### src/rtl/rom_loader_pkg.sv
// Shared constants and state encoding for the boot-time ROM loader.
package rom_loader_pkg;

  localparam int unsigned WORD_BYTES    = 6;
  localparam int unsigned BYTE_W        = 8;
  localparam int unsigned WORD_W        = WORD_BYTES * BYTE_W;
  localparam int unsigned LEN_W         = 16;
  localparam logic [7:0]  DEFAULT_MAGIC = 8'h5A;

  typedef enum logic [3:0] {
    IDLE,
    LEN_HI,
    LEN_LO,
    DATA,
    WRITE,
    CSUM,
    HOLD,
    RUN,
    ERROR
  } state_t;

endpackage

### src/rtl/rom_word_assembler.sv
// Packs bytes MSB-first into 48-bit instruction words.
// Ports:
//   clk, reset    - clock, synchronous active-high reset
//   clear         - frame start, drops any partial word
//   shift         - a data byte is transferred this cycle
//   byte_in       - the data byte
//   word_next_c   - word including byte_in (complete when word_ready_c)
//   word_ready_c  - byte_in is the last byte of the current word
module rom_word_assembler
  import rom_loader_pkg::*;
(
  input  logic              clk,
  input  logic              reset,
  input  logic              clear,
  input  logic              shift,
  input  logic [BYTE_W-1:0] byte_in,
  output logic [WORD_W-1:0] word_next_c,
  output logic              word_ready_c
);

  localparam int unsigned CNT_W  = $clog2(WORD_BYTES);
  localparam int unsigned HEAD_W = WORD_W - BYTE_W;

  // Only the first five bytes need storage; the sixth is taken straight
  // from byte_in so the full word is available on the transfer cycle.
  logic [HEAD_W-1:0] head_q;
  logic [CNT_W-1:0]  idx_q;

  assign word_next_c  = {head_q, byte_in};
  assign word_ready_c = shift && (idx_q == CNT_W'(WORD_BYTES - 1));

  always_ff @(posedge clk) begin
    if (reset || clear) begin
      head_q <= '0;
      idx_q  <= '0;
    end else if (shift) begin
      head_q <= word_next_c[HEAD_W-1:0];
      idx_q  <= word_ready_c ? '0 : idx_q + CNT_W'(1);
    end
  end

endmodule

### src/rtl/rom_loader.sv
// Boot-time program loader: receives a framed byte stream, writes 48-bit
// words into program ROM from address 0, and releases the CPU from reset
// only after the length and checksum are accepted.
// Ports:
//   clk, reset            - clock, synchronous active-high reset
//   rx_data/valid/ready   - byte stream handshake
//   rom_addr/data/we      - ROM write port (registered, one-cycle strobe)
//   cpu_reset             - active-high CPU hold
//   done, error           - load succeeded / failed
//   word_count            - words written in the current load
module rom_loader
  import rom_loader_pkg::*;
#(
  parameter int unsigned MAX_PC      = 2048,
  parameter int unsigned ADDR_WIDTH  = 16,
  parameter logic [7:0]  MAGIC       = DEFAULT_MAGIC,
  parameter int unsigned HOLD_CYCLES = 4
) (
  input  logic                  clk,
  input  logic                  reset,
  input  logic [7:0]            rx_data,
  input  logic                  rx_valid,
  output logic                  rx_ready,
  output logic [ADDR_WIDTH-1:0] rom_addr,
  output logic [WORD_W-1:0]     rom_data,
  output logic                  rom_we,
  output logic                  cpu_reset,
  output logic                  done,
  output logic                  error,
  output logic [ADDR_WIDTH-1:0] word_count
);

  localparam int unsigned HOLD_W = (HOLD_CYCLES > 1) ? $clog2(HOLD_CYCLES + 1) : 1;

  state_t            state;
  logic [7:0]        len_hi;
  logic [LEN_W-1:0]  len;
  logic [7:0]        acc;
  logic [HOLD_W-1:0] hold_cnt;

  logic                  fire_c;
  logic                  start_c;
  logic                  shift_c;
  logic [LEN_W-1:0]      len_c;
  logic [7:0]            sum_c;
  logic [ADDR_WIDTH-1:0] wc_inc_c;
  logic [WORD_W-1:0]     word_next_c;
  logic                  word_ready_c;

  assign fire_c   = rx_valid && rx_ready;
  // MAGIC only opens a frame from the waiting states.
  assign start_c  = fire_c && (rx_data == MAGIC) &&
                    ((state == IDLE) || (state == RUN) || (state == ERROR));
  assign shift_c  = fire_c && (state == DATA);
  assign len_c    = {len_hi, rx_data};
  assign sum_c    = acc + rx_data;
  assign wc_inc_c = word_count + ADDR_WIDTH'(1);

  rom_word_assembler u_asm (
    .clk          (clk),
    .reset        (reset),
    .clear        (start_c),
    .shift        (shift_c),
    .byte_in      (rx_data),
    .word_next_c  (word_next_c),
    .word_ready_c (word_ready_c)
  );

  // Loader FSM with registered outputs.
  always_ff @(posedge clk) begin
    if (reset) begin
      state      <= IDLE;
      rx_ready   <= 1'b1;
      rom_we     <= 1'b0;
      rom_addr   <= '0;
      rom_data   <= '0;
      cpu_reset  <= 1'b1;
      done       <= 1'b0;
      error      <= 1'b0;
      word_count <= '0;
      acc        <= '0;
      len_hi     <= '0;
      len        <= '0;
      hold_cnt   <= '0;
    end else begin
      rom_we <= 1'b0;
      if (start_c) begin
        state      <= LEN_HI;
        word_count <= '0;
        acc        <= '0;
        cpu_reset  <= 1'b1;
        done       <= 1'b0;
        error      <= 1'b0;
      end else begin
        unique case (state)
          LEN_HI: if (fire_c) begin
            len_hi <= rx_data;
            state  <= LEN_LO;
          end
          LEN_LO: if (fire_c) begin
            len <= len_c;
            if (len_c > LEN_W'(MAX_PC)) begin
              state <= ERROR;
              error <= 1'b1;
            end else if (len_c == '0) begin
              state <= CSUM;
            end else begin
              state <= DATA;
            end
          end
          DATA: if (fire_c) begin
            acc <= sum_c;
            if (word_ready_c) begin
              state    <= WRITE;
              rom_we   <= 1'b1;
              rom_addr <= word_count;
              rom_data <= word_next_c;
              rx_ready <= 1'b0;
            end
          end
          WRITE: begin
            word_count <= wc_inc_c;
            rx_ready   <= 1'b1;
            state      <= (wc_inc_c == ADDR_WIDTH'(len)) ? CSUM : DATA;
          end
          CSUM: if (fire_c) begin
            if (sum_c == 8'h00) begin
              state    <= HOLD;
              hold_cnt <= HOLD_W'(HOLD_CYCLES);
              rx_ready <= 1'b0;
            end else begin
              state <= ERROR;
              error <= 1'b1;
            end
          end
          // Counter hits zero after HOLD_CYCLES edges; release on the next.
          HOLD: begin
            if (hold_cnt == '0) begin
              state     <= RUN;
              cpu_reset <= 1'b0;
              done      <= 1'b1;
              rx_ready  <= 1'b1;
            end else begin
              hold_cnt <= hold_cnt - HOLD_W'(1);
            end
          end
          default: ;  // IDLE, RUN, ERROR: non-MAGIC bytes are discarded
        endcase
      end
    end
  end

endmodule
### config.mk
export PLATFORM = sky130hd
export DESIGN_NAME = rom_loader
export DESIGN_NICKNAME = d
export VERILOG_FILES = /design/src/rtl/rom_loader_pkg.sv /design/src/rtl/rom_word_assembler.sv /design/src/rtl/rom_loader.sv
export SDC_FILE = /design/constraint.sdc
export NUM_CORES = 1
export LEC_CHECK = 0
export BUFFER_PORTS_ARGS = -buffer_cell sky130_fd_sc_hd__buf_2
export CELL_PAD_IN_SITES_DETAIL_PLACEMENT = 0
export CELL_PAD_IN_SITES_GLOBAL_PLACEMENT = 1
export CORE_MARGIN = 3
export CORE_UTILIZATION = 42
export CTS_CLUSTER_SIZE = 14
export DETAILED_ROUTE_END_ITERATION = 16
export GPL_TIMING_DRIVEN = 0
export PLACE_DENSITY = 0.82
export SYNTH_ARGS = -nofsm -noshare
export SYNTH_HDL_FRONTEND = slang
export SYNTH_SLANG_ARGS = --single-unit
### constraint.sdc
create_clock -name clk -period 3.6 [get_ports clk]
set_input_delay 0.72 -clock clk [delete_from_list [all_inputs] [get_ports clk]]
set_output_delay 0.72 -clock clk [all_outputs]
set_load 0.01 [all_outputs]
* After elaboration in Yosys (flattened, before gate mapping)
Index checks and enable logic that the tools add are counted.
** Cells by class
- Reductions and logical operators :: 29
- Muxes and demuxes :: 29
- Order comparisons :: 1
- Add/sub/neg operators :: 4
- Bitwise logic cells :: 3
- Equality and inequality tests :: 27
** Operators by type and width (count)
- 4-bit two-way mux :: 8
- 4-bit case mux with 6 select lines :: 1
- 7-bit AND reduction :: 3
- 3-bit two-way mux :: 6
- 2-bit inequality test (second input constant) :: 9
- 16-bit by 1-bit adder with 16-bit output (second input constant) :: 1
- 16-bit == test :: 1
- 4-bit by 3-bit == test with 1-bit output (second input constant) :: 4
- 16-bit by 12-bit greater-than comparator with 1-bit output (second input constant) :: 1
- 16-bit logical NOT :: 1
- 3-bit by 2-bit inequality test with 1-bit output (second input constant) :: 5
- 1-bit two-way mux :: 11
- 5-bit AND reduction :: 2
- 8-bit adder :: 1
- 4-bit by 2-bit == test with 1-bit output (second input constant) :: 2
- 8-bit by 7-bit == test with 1-bit output (second input constant) :: 1
- 8-bit logical NOT :: 1
- 7-bit nonzero test :: 1
- 3-bit case mux with 2 select lines :: 1
- 3-bit AND reduction :: 2
- 6-bit nonzero test :: 1
- 1-bit logical AND :: 5
- 4-bit by 1-bit == test with 1-bit output (second input constant) :: 1
- 4-bit == test (second input constant) :: 1
- 17 further kinds :: 23
** Storage, ports and cells
- Output and inout bits :: 85
- Bits in registers :: 167
- Input bits :: 11
- Logic and storage cells :: 109

* Logic depth before layout (Yosys ltp)
Gate-level depths: netlist of the first run.
- Word-level depth :: 7
- Depth in mapped cells :: 10
- Gate-level depth less buffers :: 10

* Hierarchy
From an unflattened synthesis of the first run, not the netlist that was laid out.
** Second synthesis, totals
- Cells, all modules :: 869
- Area total of the unflattened synthesis :: 7398.3 um^2
** Modules (own cells, without submodules)
- rom_loader :: sequential area each 2482.4 um^2, instances 1, cells an instance 715, area each 5654.2 um^2
- rom_word_assembler :: sequential area each 860.8 um^2, instances 1, cells an instance 154, area each 1744.2 um^2

* Worst setup path after synthesis of the first run
Ideal clock, no wire load.
- Path type :: input port to flip-flop
- Start :: input port rx_data[0]
- End :: register hold_cnt[0]
- Data arrival time :: 2.933 ns
- Buffers on the path :: 0
- Stages on the path :: 9
- Library setup time :: 0.134 ns
- Path slack :: 0.533 ns
- Data required time :: 3.466 ns
- Cell sequence :: ha_1 fa_1 xor2_1 or3_1 nor4_2 nand3_2 or4_1 a21oi_2 a211oi_1
** Between the ends
- Longest elaborated chain between the ends :: 5
- Elaborated cells between the ends (all ways) :: 8
- Those cells by class :: 1 x add/sub; 2 x eq/ne; 1 x bitwise; 4 x reduce/logical
** RTL lines
- from (decl) :: RTL line rom_loader.sv:21 : input logic [7:0] rx_data,
- branches (longest 4 deep; another with 8-bit adder)
- 5-bit AND reduction (no source line) (*)
- to (signal assigned) :: RTL line rom_loader.sv:129 : hold_cnt <= HOLD_W'(HOLD_CYCLES);
- to (signal assigned) :: RTL line rom_loader.sv:144 : hold_cnt <= hold_cnt - HOLD_W'(1);
- to (decl) :: RTL line rom_loader.sv:39 : logic [HOLD_W-1:0] hold_cnt;
Mark *: on every way between the ends.
A chain may end at the register's enable or synchronous reset.

* Final worst setup path of the first run
Same ends and word-level chain as after synthesis.

==> results of run 1 <==
worst max-delay path, delay by kind of cell:
| kind | cells | cell delay (ns) |
|---|---|---|
| fa+ha+maj | 2 | 0.68 |
| buf+inv | 1 | 0.16 |
| simple gates | 4 | 1.38 |
| compound gates | 2 | 0.27 |
| xor+xnor | 1 | 0.19 |
through the flow:
stage,setup WS (ns),util [%]
floorplan,0.533,-
global placement,0.0396,48.4
CTS,0.495,52.3
global route,0.329,52.3
detailed placement,0.0354,48.4
finish,0.472,52.3
path summary, 6_finish.rpt:
path                                               startpoint                   endpoint  slack [ns]  cells after the start
worst max register to register            acc[0]$_SDFFE_PP0P_   hold_cnt[0]$_SDFFE_PP0P_        0.65                      9
worst min-delay path            u_asm.head_q[35]$_SDFFE_PP0P_  rom_data[43]$_SDFFE_PP0P_        0.45                      2
worst min register to register  u_asm.head_q[35]$_SDFFE_PP0P_  rom_data[43]$_SDFFE_PP0P_        0.45                      2
worst max-delay path                               rx_data[0]   hold_cnt[0]$_SDFFE_PP0P_        0.47                     10
synthesized netlist by cell type, types with 3 or more instances:
cell type  instances  area (um2)
a211oi_1           3        22.5
a21oi_1          150         751
a31oi_1            7        43.8
buf_1              3        11.3
buf_2             14        70.1
buf_6              4        45.0
clkbuf_1          36         135
dfxtp_1          167        3340
ha_1              12         150
inv_1              9        33.8
mux2i_1           10         100
nand2_1          276        1040
nand2b_1           4        25.0
nand3_1            9        45.0
nand4_1            8        50.1
nor2_1            47         176
nor3_1            20         100
nor3b_1            3        22.5
nor4_1             3        18.8
nor4_2             3        37.5
o21a_1             3        22.5
o21ai_0           20         100
o31ai_1            4        30.0
or3_1             11        68.8
or4_1              4        30.0
xnor2_1           19         166
xor2_1            14         123
layer usage:
layer	vias to the layer above	track usage, %	part of all wire, %
li1	3254	-	-
met1	2981	29.5	49
met2	157	31.3	43
met3	22	5.11	5.7
met4	2	7.11	1.9
met5	-	0	0.042
layout make-up:
type / count / area share [%]
Clock buffer: 20 / 5.38
Tap cell: 216 / 3.18
Buffer: 58 / 3.17
Clock inverter: 12 / 2.06
Timing Repair Buffer: 94 / 5.54
Sequential cell: 167 / 39.4
Inverter: 9 / 0.398
Multi-Input combinational cell: 664 / 40.9
power by group through the flow:
stage	combinational, mW	clock (mW)	sequential [mW]
6_report	0.488	1.94	1.92
5_1_grt	0.546	2.05	1.92
4_1_cts	0.484	1.98	1.92
3_5_place_dp	0.482	0	1.96
3_3_place_gp	0.486	0	1.96
2_1_floorplan	0.364	0	1.95
cell families after synthesis:
family          synth area share [%]
compound gates                  15.9
xor+xnor                        4.06
fa+ha+maj                       2.39
buf+inv                         4.25
flops                           47.0
mux                             1.41
simple gates                    25.0
state kept, by name (all words and copies together) (netlist names), 4 cells and up:
signal        cells
u_asm.head_q     40
rom_data         48
rom_addr         16
len              16
acc               8
word_count       16
state             4
len_hi            8
==> impl_metrics.env, run 1 <==
export IMPL_p_total_mw=4.35
export IMPL_portBuffers=94
export IMPL_p_switching_mw=1.10
export IMPL_required_ns=3.88
export IMPL_grt_setup_unrepaired="no"
export IMPL_multi_input_area_mm2=0.00347
export IMPL_endpoint_kind="flip-flop"
export IMPL_ys_dominant_reg_cell="dfxtp_1"
export IMPL_hold_class="flip-flop to flip-flop"
export IMPL_place_area_mm2=0.00786
export IMPL_clock_path_buffers=2
export IMPL_routed_via_count=6416
export IMPL_cpMaxStageDelayCell="or4_1"
export IMPL_fin_crit_ns=3.13
export IMPL_cts_made_buffers=17
export IMPL_period_share_pct=86.9
export IMPL_grt_pass1_wl_mm=30.5
export IMPL_syn_avg_cell_area_um2=7.93
export IMPL_ys_seq_elements=167
export IMPL_arrival_ns=3.41
export IMPL_synth_nets=922
export IMPL_fp_dieH_um=136
export IMPL_die_w_um=136
export IMPL_grt_pass1_vias=5919
export IMPL_finClkSkew_ns=0.00783
export IMPL_antenna_found_initial=1
export IMPL_die_area_mm2=0.0186
export IMPL_tritoncts="done"
export IMPL_worst_setup_path_type="input pin to flip-flop"
export IMPL_drt_pre_antenna_iters=5
export IMPL_finalHoldViolCount=0
export IMPL_drtIter0Drc=407
export IMPL_grt_use_total_pct=20.9
export IMPL_final_common_cell="nand2_1"
export IMPL_p_int_mw=3.25
export IMPL_layout_common_cells="276 x nand2_1, 167 x dfxtp_1, 150 x a21oi_1, 108 x buf_2, 47 x nor2_1"
export IMPL_vdd_drop_max_uv=360
export IMPL_gp_congestion=0.861
export IMPL_synth_edf_count=0
export IMPL_yosysUniqueCellTypes=56
export IMPL_max_clock_freq_mhz=320
export IMPL_layout_cells_non_filler=1240
export IMPL_swShare_pct=25.3
export IMPL_pin_count=96
export IMPL_cts_htree_levels=4
export IMPL_initial_core_util_pct=43.9
export IMPL_crit_chain="buf_2 -> ha_1 -> fa_1 -> xor2_1 -> or3_1 -> nor4_2 -> nand3_2 -> or4_1 -> a21oi_2 -> a211oi_1"
export IMPL_syn_area_mm2=0.00712
export IMPL_yosysWarnings=0
export IMPL_cts_root_buf="clkbuf_16"
export IMPL_combPwrFrac_pct=11.2
export IMPL_ctsHoldBuffers=0
export IMPL_num_rows=46
export IMPL_p_clk_share_pct=44.7
export IMPL_clock_latency_ns=0.43
export IMPL_grt_start_max_net_pins=17
export IMPL_cts_resized=0
export IMPL_cts_setup_buffers=0
export IMPL_wl_per_cell_um=15.4
export IMPL_synthCells=898
export IMPL_hold_slack_ns=0.450
export IMPL_powerDensity_mw_per_mm2=512
export IMPL_dpl_cell_count=1208
export IMPL_layout_drive_gt1_share_pct=15.8
export IMPL_p_leak_nw=3.16
export IMPL_max_cap_violations=0
export IMPL_drc=0
export IMPL_numClockSinks=167
export IMPL_status="complete, no violations"
export IMPL_setup_viol=0
export IMPL_vias_per_cell=5.17
export IMPL_ys_async_sr_fraction_pct=0
export IMPL_seqPwrFrac_pct=44.1
export IMPL_grt_ovfl_total=0
export IMPL_slew_headroom_pct=41.9
export IMPL_final_nets=1035
export IMPL_cp_slowest_stage_delay_ns=0.50
export IMPL_setup_tns_ns=0
export IMPL_slew_violations=0
export IMPL_cp_max_fo=6
export IMPL_syn_to_final_growth_pct=19.3
export IMPL_dp_hpwl_mm=13.7
export IMPL_tightest_slew_ns=0.864
export IMPL_ant_nets=0
export IMPL_synth_seq_area_share_pct=47.0
export IMPL_cts_reportedPaths_clkPinSlew_ns=0.07
export IMPL_wirelength_mm=19.1
export IMPL_diodes=0
export IMPL_seqCellArea_mm2=0.00334
export IMPL_stdcell_area_mm2=0.00849
export IMPL_core_area_mm2=0.0162
export IMPL_n_fill_cell=1676
export IMPL_critPathLaunchType="input pin"
(Power assumes the default switching activity.)
==> run 2, diff against run 1 <==
--- a/config.mk
+++ b/config.mk
@@ -14,6 +14,7 @@
 export DETAILED_ROUTE_END_ITERATION = 16
 export GPL_TIMING_DRIVEN = 0
 export PLACE_DENSITY = 0.82
+export SKIP_CTS_REPAIR_TIMING = 1
 export SYNTH_ARGS = -nofsm -noshare
 export SYNTH_HDL_FRONTEND = slang
 export SYNTH_SLANG_ARGS = --single-unit
==> constraint.sdc (replaced) <==
create_clock -name clk -period 3 [get_ports clk]
set_input_delay 0.6 -clock clk [delete_from_list [all_inputs] [get_ports clk]]
set_output_delay 0.6 -clock clk [all_outputs]
set_load 0.01 [all_outputs]
==> run 2 against run 1 <==
Compared with the run above:
- sequential share of layout area fell by 0.19 points
- largest power group unchanged
- final cell count rose by 0.16%
- register-to-register slack got worse by 0.49 ns
- via count rose by 0.51%
==> impl_metrics.env, run 2 (same netlist as run 1, synthesis figures left out) <==
export IMPL_status="complete, no violations"
export IMPL_fp_dieH_um=136
export IMPL_setup_ws_ns=0.138
export IMPL_r2r_setup_slack_ns=0.16
export IMPL_hold_class="flip-flop to flip-flop"
export IMPL_crit_chain="buf_2 -> ha_4 -> fa_2 -> a211oi_4 -> nor2_1 -> xor2_1 -> nor4_2 -> nand3_2 -> buf_4 -> a221o_1 -> a221o_1"
export IMPL_cp_slowest_stage_delay_ns=0.40
export IMPL_drc=0
export IMPL_wl_per_cell_um=15.4
export IMPL_portBuffers=94
export IMPL_cp_startpoint="rx_data[0]"
export IMPL_setup_tns_ns=0
export IMPL_vdd_drop_max_uv=431
export IMPL_wirelength_mm=19.2
export IMPL_tritoncts="done"
export IMPL_grt_pass1_wl_mm=30.5
export IMPL_antenna_found_initial=1
export IMPL_p_leak_nw=3.17
export IMPL_place_area_mm2=0.00786
export IMPL_drtIter0Drc=453
export IMPL_hold_slack_ns=0.450
export IMPL_grt_pass1_vias=5919
export IMPL_stdcell_area_mm2=0.00853
export IMPL_fin_crit_ns=2.86
export IMPL_die_w_um=136
export IMPL_syn_to_final_growth_pct=19.9
export IMPL_num_rows=46
export IMPL_rr_worst_depth=10
export IMPL_grt_setup_unrepaired="no"
export IMPL_slew_headroom_pct=42.0
export IMPL_largest_register="rom_data"
export IMPL_drt_pre_antenna_iters=5
export IMPL_top_regs="rom_data (48), u_asm.head_q (40)"
export IMPL_tightest_slew_ns=0.862
export IMPL_ant_nets=0
export IMPL_layout_drive_gt1_share_pct=16.3
export IMPL_layout_cells_non_filler=1242
export IMPL_highest_layer="met5"
export IMPL_die_area_mm2=0.0186
export IMPL_r2r_start="acc[0]$_SDFFE_PP0P_"
export IMPL_setup_viol=0
export IMPL_grt_use_total_pct=20.9
export IMPL_cp_max_fo=6
export IMPL_cts_htree_levels=4
export IMPL_endpoint_kind="flip-flop"
export IMPL_slew_violations=0
export IMPL_p_total_mw=5.22
export IMPL_dpl_cell_count=1208
export IMPL_cpMaxStageDelayCell="fa_2"
export IMPL_p_int_mw=3.90
export IMPL_combPwrFrac_pct=11.3
export IMPL_initial_core_util_pct=43.9
export IMPL_largest_reg_flops=48
export IMPL_arrival_ns=3.18
export IMPL_core_area_mm2=0.0162
export IMPL_worst_setup_path_type="input pin to flip-flop"
export IMPL_r2r_end="rx_ready$_SDFFE_PP1P_"
export IMPL_p_switching_mw=1.32
export IMPL_period_share_pct=95.4
export IMPL_grt_start_max_net_pins=17
export IMPL_diodes=0
export IMPL_routed_via_count=6449
export IMPL_final_nets=1037
export IMPL_grt_ovfl_total=0
export IMPL_pin_count=96
export IMPL_postLayoutCoreUtil_pct=52.6
export IMPL_powerDensity_mw_per_mm2=612
export IMPL_seqPwrFrac_pct=44.1
export IMPL_gp_congestion=0.861
export IMPL_final_common_cell="nand2_1"
export IMPL_critPathLaunchType="input pin"
export IMPL_clock_latency_ns=0.43
export IMPL_cts_reportedPaths_clkPinSlew_ns=0.06
export IMPL_pre_cts_ws_ns=-0.445
export IMPL_required_ns=3.32
export IMPL_max_clock_freq_mhz=349
export IMPL_vias_per_cell=5.19
export IMPL_dp_hpwl_mm=13.7
export IMPL_p_clk_share_pct=44.6
export IMPL_cts_made_buffers=17
export IMPL_wl_met3_mm=1.12
export IMPL_wl_met1_mm=9.41
export IMPL_clock_path_buffers=2
export IMPL_critPathMostFrequentCell="a221o_1"
export IMPL_wl_met2_mm=8.24
export IMPL_finalHoldViolCount=0
export IMPL_cts_root_buf="clkbuf_16"
export IMPL_swShare_pct=25.3
export IMPL_finClkSkew_ns=0.00801
export IMPL_max_cap_violations=0
export IMPL_layout_common_cells="276 x nand2_1, 167 x dfxtp_1, 150 x a21oi_1, 108 x buf_2, 47 x nor2_1"
export IMPL_numClockSinks=167
export IMPL_crit_end="rx_ready$_SDFFE_PP1P_"
-- run 2: cell type report --
cell class                      instances  area, um2
Timing Repair Buffer                   96        485
Clock inverter                         12        175
Sequential cell                       167       3340
Multi-Input combinational cell        664       3500
Buffer                                 58        269
Inverter                                9       33.8
Tap cell                              216        270
Fill cell                            1672       7700
Clock buffer                           20        457
-- run 2: worst min path at each step --
stage,startpoint,end,slack [ns],cells after the start
2_1_floorplan,u_asm.head_q[32]$_SDFFE_PP0P_,rom_data[40]$_SDFFE_PP0P_,0.43,2
3_3_place_gp,rom_data[8]$_SDFFE_PP0P_,rom_data[8]$_SDFFE_PP0P_,0.44,2
3_5_place_dp,rom_data[34]$_SDFFE_PP0P_,rom_data[34]$_SDFFE_PP0P_,0.44,2
4_1_cts,u_asm.head_q[35]$_SDFFE_PP0P_,rom_data[43]$_SDFFE_PP0P_,0.45,2
5_1_grt,u_asm.head_q[34]$_SDFFE_PP0P_,rom_data[42]$_SDFFE_PP0P_,0.47,2
6_report,u_asm.head_q[35]$_SDFFE_PP0P_,rom_data[43]$_SDFFE_PP0P_,0.45,2
-- run 2: power by group through the flow --
stage                     combinational [mW]  clock (mW)  sequential (mW)
after floorplan                        0.437           0             2.34
after global placement                 0.583           0             2.35
after detailed placement               0.578           0             2.35
after CTS                              0.581        2.38             2.30
after global routing                   0.660        2.46             2.31
final                                  0.591        2.33             2.30
-- run 2: worst max-delay path, delay by kind of cell --
kind | cells | cell delay (ns)
AO/OA/AOI/OAI | 3 | 0.85
AND/OR/NAND/NOR | 3 | 0.62
adder cells (fa/ha/maj) | 2 | 0.59
buffers and inverters | 2 | 0.35
XOR/XNOR | 1 | 0.16
-- run 2: layer usage --
layer | up-vias | track usage, %
met3 | 25 | 5.11
met2 | 169 | 31.3
met5 | - | 0
met1 | 2993 | 29.5
met4 | 2 | 7.11
li1 | 3260 | -
